## config.mk

```make
export PLATFORM = sky130hd
export DESIGN_NAME = keypad_entry_buffer
export DESIGN_NICKNAME = d
export VERILOG_FILES = /design/src/rtl/teclado_pkg.sv /design/src/rtl/detector_pulsacion.sv /design/src/rtl/keypad_entry_buffer.sv
export SDC_FILE = /design/constraint.sdc
export NUM_CORES = 1
export LEC_CHECK = 0
export CAP_MARGIN = 20
export CORE_UTILIZATION = 53
export CTS_BUF_LIST = sky130_fd_sc_hd__clkbuf_2 sky130_fd_sc_hd__clkbuf_4 sky130_fd_sc_hd__clkbuf_8
export DETAILED_ROUTE_END_ITERATION = 8
export PLACE_DENSITY = 0.93
export SYNTH_ARGS = -nofsm -noshare
export SYNTH_HDL_FRONTEND = slang
export SYNTH_HIERARCHICAL = 1
export SYNTH_SLANG_ARGS = --single-unit
export TNS_END_PERCENT = 50
```

## constraint.sdc

```tcl
create_clock -name clk -period 2.3 [get_ports clk]
set_input_delay 0.46 -clock clk [delete_from_list [all_inputs] [get_ports clk]]
set_output_delay 0.46 -clock clk [all_outputs]
set_load 0.02 [all_outputs]
```

## src/rtl/teclado_pkg.sv

```systemverilog
// Shared definitions for the keypad entry path: key codes seen from the
// scanner and the state encoding of the press detector.
package teclado_pkg;

   localparam logic [4:0] TECLA_NINGUNA = 5'd16;
   localparam logic [3:0] TECLA_BORRAR  = 4'hA;
   localparam logic [3:0] TECLA_LIMPIAR = 4'hF;
   localparam logic [3:0] TECLA_ENTER   = 4'hE;

   typedef enum logic {
      ESPERA   = 1'b0,
      RETENIDA = 1'b1
   } estado_t;

endpackage

```

## src/rtl/detector_pulsacion.sv

```systemverilog
// Press detector: turns the scanner's toggling key-seen flag into a single
// strobe per physical keystroke.
//
// state    | meaning
// ---------+-------------------------------------------------------------
// ESPERA   | no key held; the first valid key seen is latched and strobed
// RETENIDA | key held; waits for RELEASE_CYCLES consecutive idle cycles
//
// Ports:
//   clk, rst       clock, async active-high reset
//   digito         scanner key code (>=16 means no key)
//   cambio_digito  1 = no row active this cycle
//   tecla          accepted key code
//   tecla_valida   one-cycle strobe, tecla is valid with it
module detector_pulsacion
   import teclado_pkg::*;
#(
   parameter int RELEASE_CYCLES = 8,
   parameter int CNT_W          = 4
) (
   input  logic       clk,
   input  logic       rst,
   input  logic [4:0] digito,
   input  logic       cambio_digito,
   output logic [3:0] tecla,
   output logic       tecla_valida
);

   localparam logic [CNT_W-1:0] CNT_ULTIMO = CNT_W'(RELEASE_CYCLES - 1);

   estado_t          estado, estado_sig;
   logic [CNT_W-1:0] cnt;
   logic             tecla_vista;

   assign tecla_vista = !cambio_digito && (digito < TECLA_NINGUNA);

   always_ff @(posedge clk or posedge rst) begin
      if (rst) estado <= ESPERA;
      else     estado <= estado_sig;
   end

   always_comb begin
      estado_sig = estado;
      case (estado)
         ESPERA:   if (tecla_vista) estado_sig = RETENIDA;
         RETENIDA: if (cambio_digito && cnt == CNT_ULTIMO) estado_sig = ESPERA;
         default:  estado_sig = ESPERA;
      endcase
   end

   always_ff @(posedge clk or posedge rst) begin
      if (rst) begin
         cnt          <= '0;
         tecla        <= '0;
         tecla_valida <= 1'b0;
      end else begin
         tecla_valida <= 1'b0;
         if (estado == ESPERA) begin
            if (tecla_vista) begin
               tecla        <= digito[3:0];
               tecla_valida <= 1'b1;
               cnt          <= '0;
            end
         end else if (cambio_digito) begin
            // Scan gaps are only three cycles, so only a real release reaches the end.
            cnt <= (cnt == CNT_ULTIMO) ? '0 : cnt + 1'b1;
         end else begin
            cnt <= '0;
         end
      end
   end

endmodule

```

## src/rtl/keypad_entry_buffer.sv

```systemverilog
// Keypad entry buffer: assembles BCD digits from debounced keystrokes with
// backspace (A), clear (F) and enter (E) editing.
//
// Ports:
//   clk, rst       clock, async active-high reset
//   digito         scanner key code, cambio_digito scanner idle flag
//   entrada        digits being edited, newest in [3:0]
//   cant_digitos   number of digits in entrada
//   valor          last committed number, valor_listo pulses on commit
//   tecla_pulso    pulses for every accepted keystroke
//   desborde       pulses when a digit is dropped because the buffer is full
module keypad_entry_buffer
   import teclado_pkg::*;
#(
   parameter int NUM_DIGITS     = 4,
   parameter int RELEASE_CYCLES = 8,
   parameter int CNT_W          = 4
) (
   input  logic                    clk,
   input  logic                    rst,
   input  logic [4:0]              digito,
   input  logic                    cambio_digito,
   output logic [4*NUM_DIGITS-1:0] entrada,
   output logic [3:0]              cant_digitos,
   output logic [4*NUM_DIGITS-1:0] valor,
   output logic                    valor_listo,
   output logic                    tecla_pulso,
   output logic                    desborde
);

   localparam int         W         = 4 * NUM_DIGITS;
   localparam logic [3:0] MAX_DIGIT = 4'(NUM_DIGITS);

   logic [3:0] tecla;
   logic       tecla_valida;

   detector_pulsacion #(
      .RELEASE_CYCLES (RELEASE_CYCLES),
      .CNT_W          (CNT_W)
   ) u_detector (
      .clk           (clk),
      .rst           (rst),
      .digito        (digito),
      .cambio_digito (cambio_digito),
      .tecla         (tecla),
      .tecla_valida  (tecla_valida)
   );

   always_ff @(posedge clk or posedge rst) begin
      if (rst) begin
         entrada      <= '0;
         cant_digitos <= '0;
         valor        <= '0;
         valor_listo  <= 1'b0;
         tecla_pulso  <= 1'b0;
         desborde     <= 1'b0;
      end else begin
         valor_listo <= 1'b0;
         tecla_pulso <= 1'b0;
         desborde    <= 1'b0;
         if (tecla_valida) begin
            tecla_pulso <= 1'b1;
            if (tecla <= 4'd9) begin
               if (cant_digitos < MAX_DIGIT) begin
                  entrada      <= (entrada << 4) | W'(tecla);
                  cant_digitos <= cant_digitos + 4'd1;
               end else begin
                  desborde <= 1'b1;
               end
            end else if (tecla == TECLA_BORRAR) begin
               if (cant_digitos != 4'd0) begin
                  entrada      <= entrada >> 4;
                  cant_digitos <= cant_digitos - 4'd1;
               end
            end else if (tecla == TECLA_LIMPIAR) begin
               entrada      <= '0;
               cant_digitos <= '0;
            end else if (tecla == TECLA_ENTER) begin
               valor        <= entrada;
               valor_listo  <= 1'b1;
               entrada      <= '0;
               cant_digitos <= '0;
            end
         end
      end
   end

endmodule

```

==> Yosys cells after proc, flatten, opt, wreduce, memory -nomap -nowiden <==
Cells that the tools add are included.
{ "totals": {"output_inout_bits": 39, "word_cells": 65, "input_bits": 8, "register_bits": 49} }
{ "op_classes": {"mux": 29, "addsub": 3, "eq_ne": 6, "magnitude_cmp": 3, "n_bitwise": 5, "reduce_logical": 9} }
{ "op_table": {"columns": ["op", "count"], "rows": [
  ["16-bit two-way mux", 6],
  ["4-bit two-way mux", 10],
  ["16-bit by 4-bit OR with 16-bit output", 1],
  ["4-bit == test (second input constant)", 3],
  ["1-bit two-way mux", 12],
  ["4-bit by 1-bit adder with 4-bit output (second input constant)", 2],
  ["4-bit nonzero test", 2],
  ["5-bit less-than comparator (second input constant)", 1],
  ["5-bit AND reduction", 1],
  ["4-bit by 3-bit == test with 1-bit output (second input constant)", 1],
  ["4-bit less-or-equal comparator (second input constant)", 1],
  ["4-bit by 3-bit less-than comparator with 1-bit output (second input constant)", 1],
  ["1-bit NOT", 4],
  ["4-bit AND reduction", 1],
  ["4-bit by 1-bit subtractor with 4-bit output (second input constant)", 1],
  ["3-bit by 2-bit != test with 1-bit output (second input constant)", 1],
  ["1-bit logical AND", 2],
  ["2-bit by 1-bit != test with 1-bit output (second input constant)", 1],
  ["1-bit case mux with 2 select lines", 1],
  ["2-bit AND reduction", 1],
  ["2-bit nonzero test", 1],
  ["1-bit zero test", 1]
]} }

==> Logic depth before layout (Yosys ltp) <==
{ "depth": {"word_depth": 6, "ltp_mapped": 7, "depth_no_buf": 6} }

==> Cells and area by module <==
Netlist, hierarchy kept.
{ "modules_own_cells": {"columns": ["mod", "area_each_um2", "cells_per_inst", "seq_area_each_um2", "instances"], "rows": [
  ["keypad_entry_buffer", 1848.0, 140, 975.9, 1],
  ["detector_pulsacion", 425.4, 33, 250.2, 1]
]} }

==> Worst setup path before layout <==
OpenSTA, ideal clock, no wires.
{ "synth_path": {"path_type": "flip-flop to flip-flop", "start": "register cant_digitos[0]", "end": "register cant_digitos[1]", "n_path_buf": 1, "required_time_ns": 2.175, "stages_incl_launch_ff": 8, "setup_slack_ns": 0.434, "arrival_ns": 1.741, "setup_ns": 0.125, "period_less_slack_ns": 1.866, "path_cell_list": "dfrtp_1 > inv_1 > ha_1 > nor3b_1 > a2bb2oi_4 > nand3_2 > buf_6 > mux2_4"} }
{ "synth_between": {"elab_chain_cells": 4, "elab_cells_between_ends": 11, "classes_between": "add/sub (2); order compare (1); eq/ne (2); mux (4); reduce/logical (2)"} }
{ "synth_rtl": {"columns": ["element", "line", "source"], "rows": [
  ["start, declared", "keypad_entry_buffer.sv:24", "output logic [3:0] cant_digitos,"],
  ["start signal, assigned", "keypad_entry_buffer.sv:66", "cant_digitos <= cant_digitos + 4'd1;"],
  ["start signal, assigned", "keypad_entry_buffer.sv:73", "cant_digitos <= cant_digitos - 4'd1;"],
  ["4-bit by 1-bit subtractor with 4-bit output", "keypad_entry_buffer.sv:73", null],
  ["4-bit two-way mux", "keypad_entry_buffer.sv:71", "if (cant_digitos != 4'd0) begin"],
  ["4-bit two-way mux", "keypad_entry_buffer.sv:70", "end else if (tecla == TECLA_BORRAR) begin"],
  ["4-bit two-way mux", "keypad_entry_buffer.sv:63", "if (tecla <= 4'd9) begin"]
]} }
Several ways; a longest one is shown, not always the timed one. The select of a mux whose other input is x is not followed.
A chain may end at the register's enable or synchronous reset.

==> Final worst setup path <==
{ "layout_path": {"start": "register cant_digitos[0]", "end": "register entrada[1]"} }
{ "layout_between": {"elab_chain_cells": 3, "elab_cells_between_ends": 5, "classes_between": "order compare (1); eq/ne (2); reduce/logical (2)"} }
{ "layout_rtl": {"columns": ["element", "line", "source"], "rows": [
  ["4-bit by 3-bit less-than comparator with 1-bit output or 4-bit nonzero test (tied branches)", "keypad_entry_buffer.sv:64, keypad_entry_buffer.sv:71", null],
  ["2-bit by 1-bit != test with 1-bit output (no source line) or 3-bit by 2-bit != test with 1-bit output (tied branches)", null, null],
  ["4-bit AND reduction (no source line) (*)", null, null],
  ["end signal, assigned", "keypad_entry_buffer.sv:65", "entrada <= (entrada << 4) | W'(tecla);"],
  ["end signal, assigned", "keypad_entry_buffer.sv:72", "entrada <= entrada >> 4;"],
  ["end, declared", "keypad_entry_buffer.sv:23", "output logic [4*NUM_DIGITS-1:0] entrada,"]
]} }
Every way passes the cells marked *; elsewhere a longest branch is shown, timed or not.

==> impl_metrics.py <==
metrics = {
    "outcome": {
        "status": "complete, no violations",
    },
    "clock_network": {
        "htree_levels": 2,
        "cts.sinks": 49,
        "cts-root-buf": "clkbuf_8",
        "cts_tree": "built",
        "cts_resized": 0,
        "path_clk_slew_ps": 90,
        "clockBufferDepth": 2,
        "cts_inserted_buffers": 5,
        "post_cts_buffers": 0,
        "insertion_delay_ps": 310,
        "cts_hold_buf": 0,
    },
    "drt": {
        "ant_nets": 0,
        "wirelength_um": 4310,
        "drt-wirelength-per-cell_um": 15.6,
        "first_pass_iters": 4,
        "via_per_inst": 5.55,
        "drc_errors": 0,
        "via_count": 1537,
        "first_iter_violations": 94,
    },
    "yosys": {
        "synth_seq_cells": 49,
        "ys_async_sr_fraction_pct": 100,
        "avgSynthCellArea_um2": 13.1,
        "synthMostInstantiatedCell": "dfrtp_1",
        "synthCells": 173,
        "synth_edf_count": 0,
        "yosysSeqAreaShare_pct": 53.9,
        "syn_area_um2": 2270,
        "synth_ff_type": "dfrtp_1",
        "ys_warn_count": 6,
        "synth.distinct_cells": 37,
        "yosysTopAreaCellShare_pct": 53.9,
        "yosys.area.top_type": "dfrtp_1",
        "mappedNetlistNets": 184,
        "yosys-top-cells-count": "dfrtp_1, mux2_2, inv_1, nand2_1",
        "synthTopCellsByArea": "dfrtp_1, mux2_2, mux2_4",
    },
    "timing": {
        "worst_slack_ps": 321,
        "slew_headroom_pct": 64.5,
        "setup_tns_ps": 0,
        "drv_slew": 0,
        "hold_viol": 0,
        "setup_viol": 0,
        "fin_crit_sh_pct": 86.0,
        "rsz0062_at_grt": "false",
        "fin_worst_skew_ps": 9.47,
        "timing.fmax_mhz": 505,
        "fin_crit_ps": 1980,
        "worst_slew_pin_slew_ps": 529,
    },
    "run": {
        "maxCapViolCount": 0,
    },
    "critical_path": {
        "path_class": "reg2reg",
        "critPathMaxFanout": 17,
        "worst_path_largest_cell_delay_ps": 410,
        "start_kind": "register",
        "r2r_cells": 7,
        "critPathSlowestCell": "dfrtp_1",
        "worstSetupEndpointType": "register",
        "crit_path_cell_trace": "inv_1, ha_1, nor3b_1, a2bb2oi_4, nand3_2, buf_12, mux2_4",
        "arrival_ps": 2180,
        "cp.required_ps": 2500,
    },
    "floorplanning": {
        "fp.coreArea_um2": 4060,
        "initial_core_util_pct": 56.0,
        "die_w_um": 67.5,
        "pin_count": 47,
        "rows": 23,
        "dieArea_um2": 4560,
        "chipHeight_um": 67.5,
    },
    "final_layout": {
        "final-seq-area_um2": 1230,
        "drive_gt1_share_pct": 22.5,
        "multiInputGateArea_um2": 950,
        "antenna_cells": 0,
        "nNetsFinal": 237,
        "n_fill_cell": 277,
        "area_growth_syn_to_layout_pct": 27.0,
    },
    "placement": {
        "portBuffers": 46,
        "dpl.hpwl_um": 3160,
        "gp_congestion": 0.846,
        "place_ws_ps": 330,
    },
    "global_route": {
        "grt_pass1_vias": 1462,
        "grt_usage_pct": 21.8,
        "antenna_found_initial": 0,
        "grt-ovfl-total": 0,
        "grt_max_degree": 40,
        "grt_pass1_wl_um": 7130,
    },
    "hold_path": {
        "min_path_type": "in2async",
    },
    "power": {
        "power_density_nw_per_um2": 668,
        "ir_drop_mv": 0.618,
        "leakagePower_nw": 1.35,
    },
}
[registers in the layout, indices dropped and copies added (netlist names)]
name                     count
entrada                     16
u_detector/estado            1
u_detector/tecla             4
cant_digitos                 4
u_detector/tecla_valida      1
desborde                     1
valor_listo                  1
u_detector/cnt               4
tecla_pulso                  1
valor                       16
[placed cells by master, fill, tap and decap left out, drive strengths merged, types with 2 or more instances in the layout]
master / netlist / routed
nor2: 2 / 2
clkdlybuf4s50: 0 / 46
mux2: 32 / 32
o21ai: 13 / 13
clkbuf: 1 / 5
a22o: 5 / 5
mux2i: 6 / 6
nor2b: 2 / 2
nand2: 13 / 13
ha: 3 / 3
inv: 13 / 14
o22ai: 2 / 2
dfrtp: 49 / 49
nor3: 4 / 4
buf: 4 / 5
nand3: 5 / 5
o31ai: 2 / 2
[final timing paths]
check | from | end | slack, ps
max | cant_digitos[0] | entrada[1] | 320
min | rst | u_detector/tecla[3] | 450
max reg2reg | cant_digitos[0] | entrada[1] | 320
min reg2reg | u_detector/tecla_valida | tecla_pulso | 480
max in group asynchronous | rst | entrada[15] | 1380
min in group clk | u_detector/tecla_valida | tecla_pulso | 480
[per-stage QoR]
step	hold WS (ps)	utilization, %	instances	cell area (um^2)	total power, W
after floorplan	300	-	173	2270	0.00129
after global placement	451	68.9	269	2800	0.00142
after detailed placement	457	68.9	269	2800	0.00144
after CTS	458	71.2	277	2890	0.00195
after global routing	510	71.2	277	2890	0.00203
final	451	71.2	277	2890	0.00193
[cells by family after synthesis]
family          share of synthesized area (%)
flops                                    53.9
mux                                      20.5
compound gates                           11.1
simple gates                             8.15
buf+inv                                  4.29
fa+ha+maj                                1.65
xor+xnor                                0.385
[where the power goes]
part	leakage, nW	switching (W)	internal (W)
Sequential	0.666	0.0000875	0.000917
Combinational	0.639	0.000217	0.000204
Clock	0.0445	0.000289	0.000216
Total	1.35	0.000593	0.00134
[layer usage]
metal / routed length, um / track usage, %
met2: 2190 / 34.3
met4: 56 / 8.24
met5: 0 / 0
met1: 1880 / 28.5
met3: 188 / 6.08
[final cells by class]
type	instances	share of cell area [%]
inverter	13	1.69
clock buffer	5	2.38
clock inverter	3	0.737
tap	50	2.17
sequential	49	42.5
multi-input combinational	106	32.9
timing repair buffer	51	17.7
[worst max-delay path: cells and delay by family (launching register included)]
kind                       cells  cell delay, ps
DFF                            1             410
adders and majority gates      1             200
muxes                          1             310
buffers and inverters          2             320
AOI/OAI and AO/OA              1             110
and+or+nand+nor                2             520
Note: power is estimated with default switching activity, not from simulation.
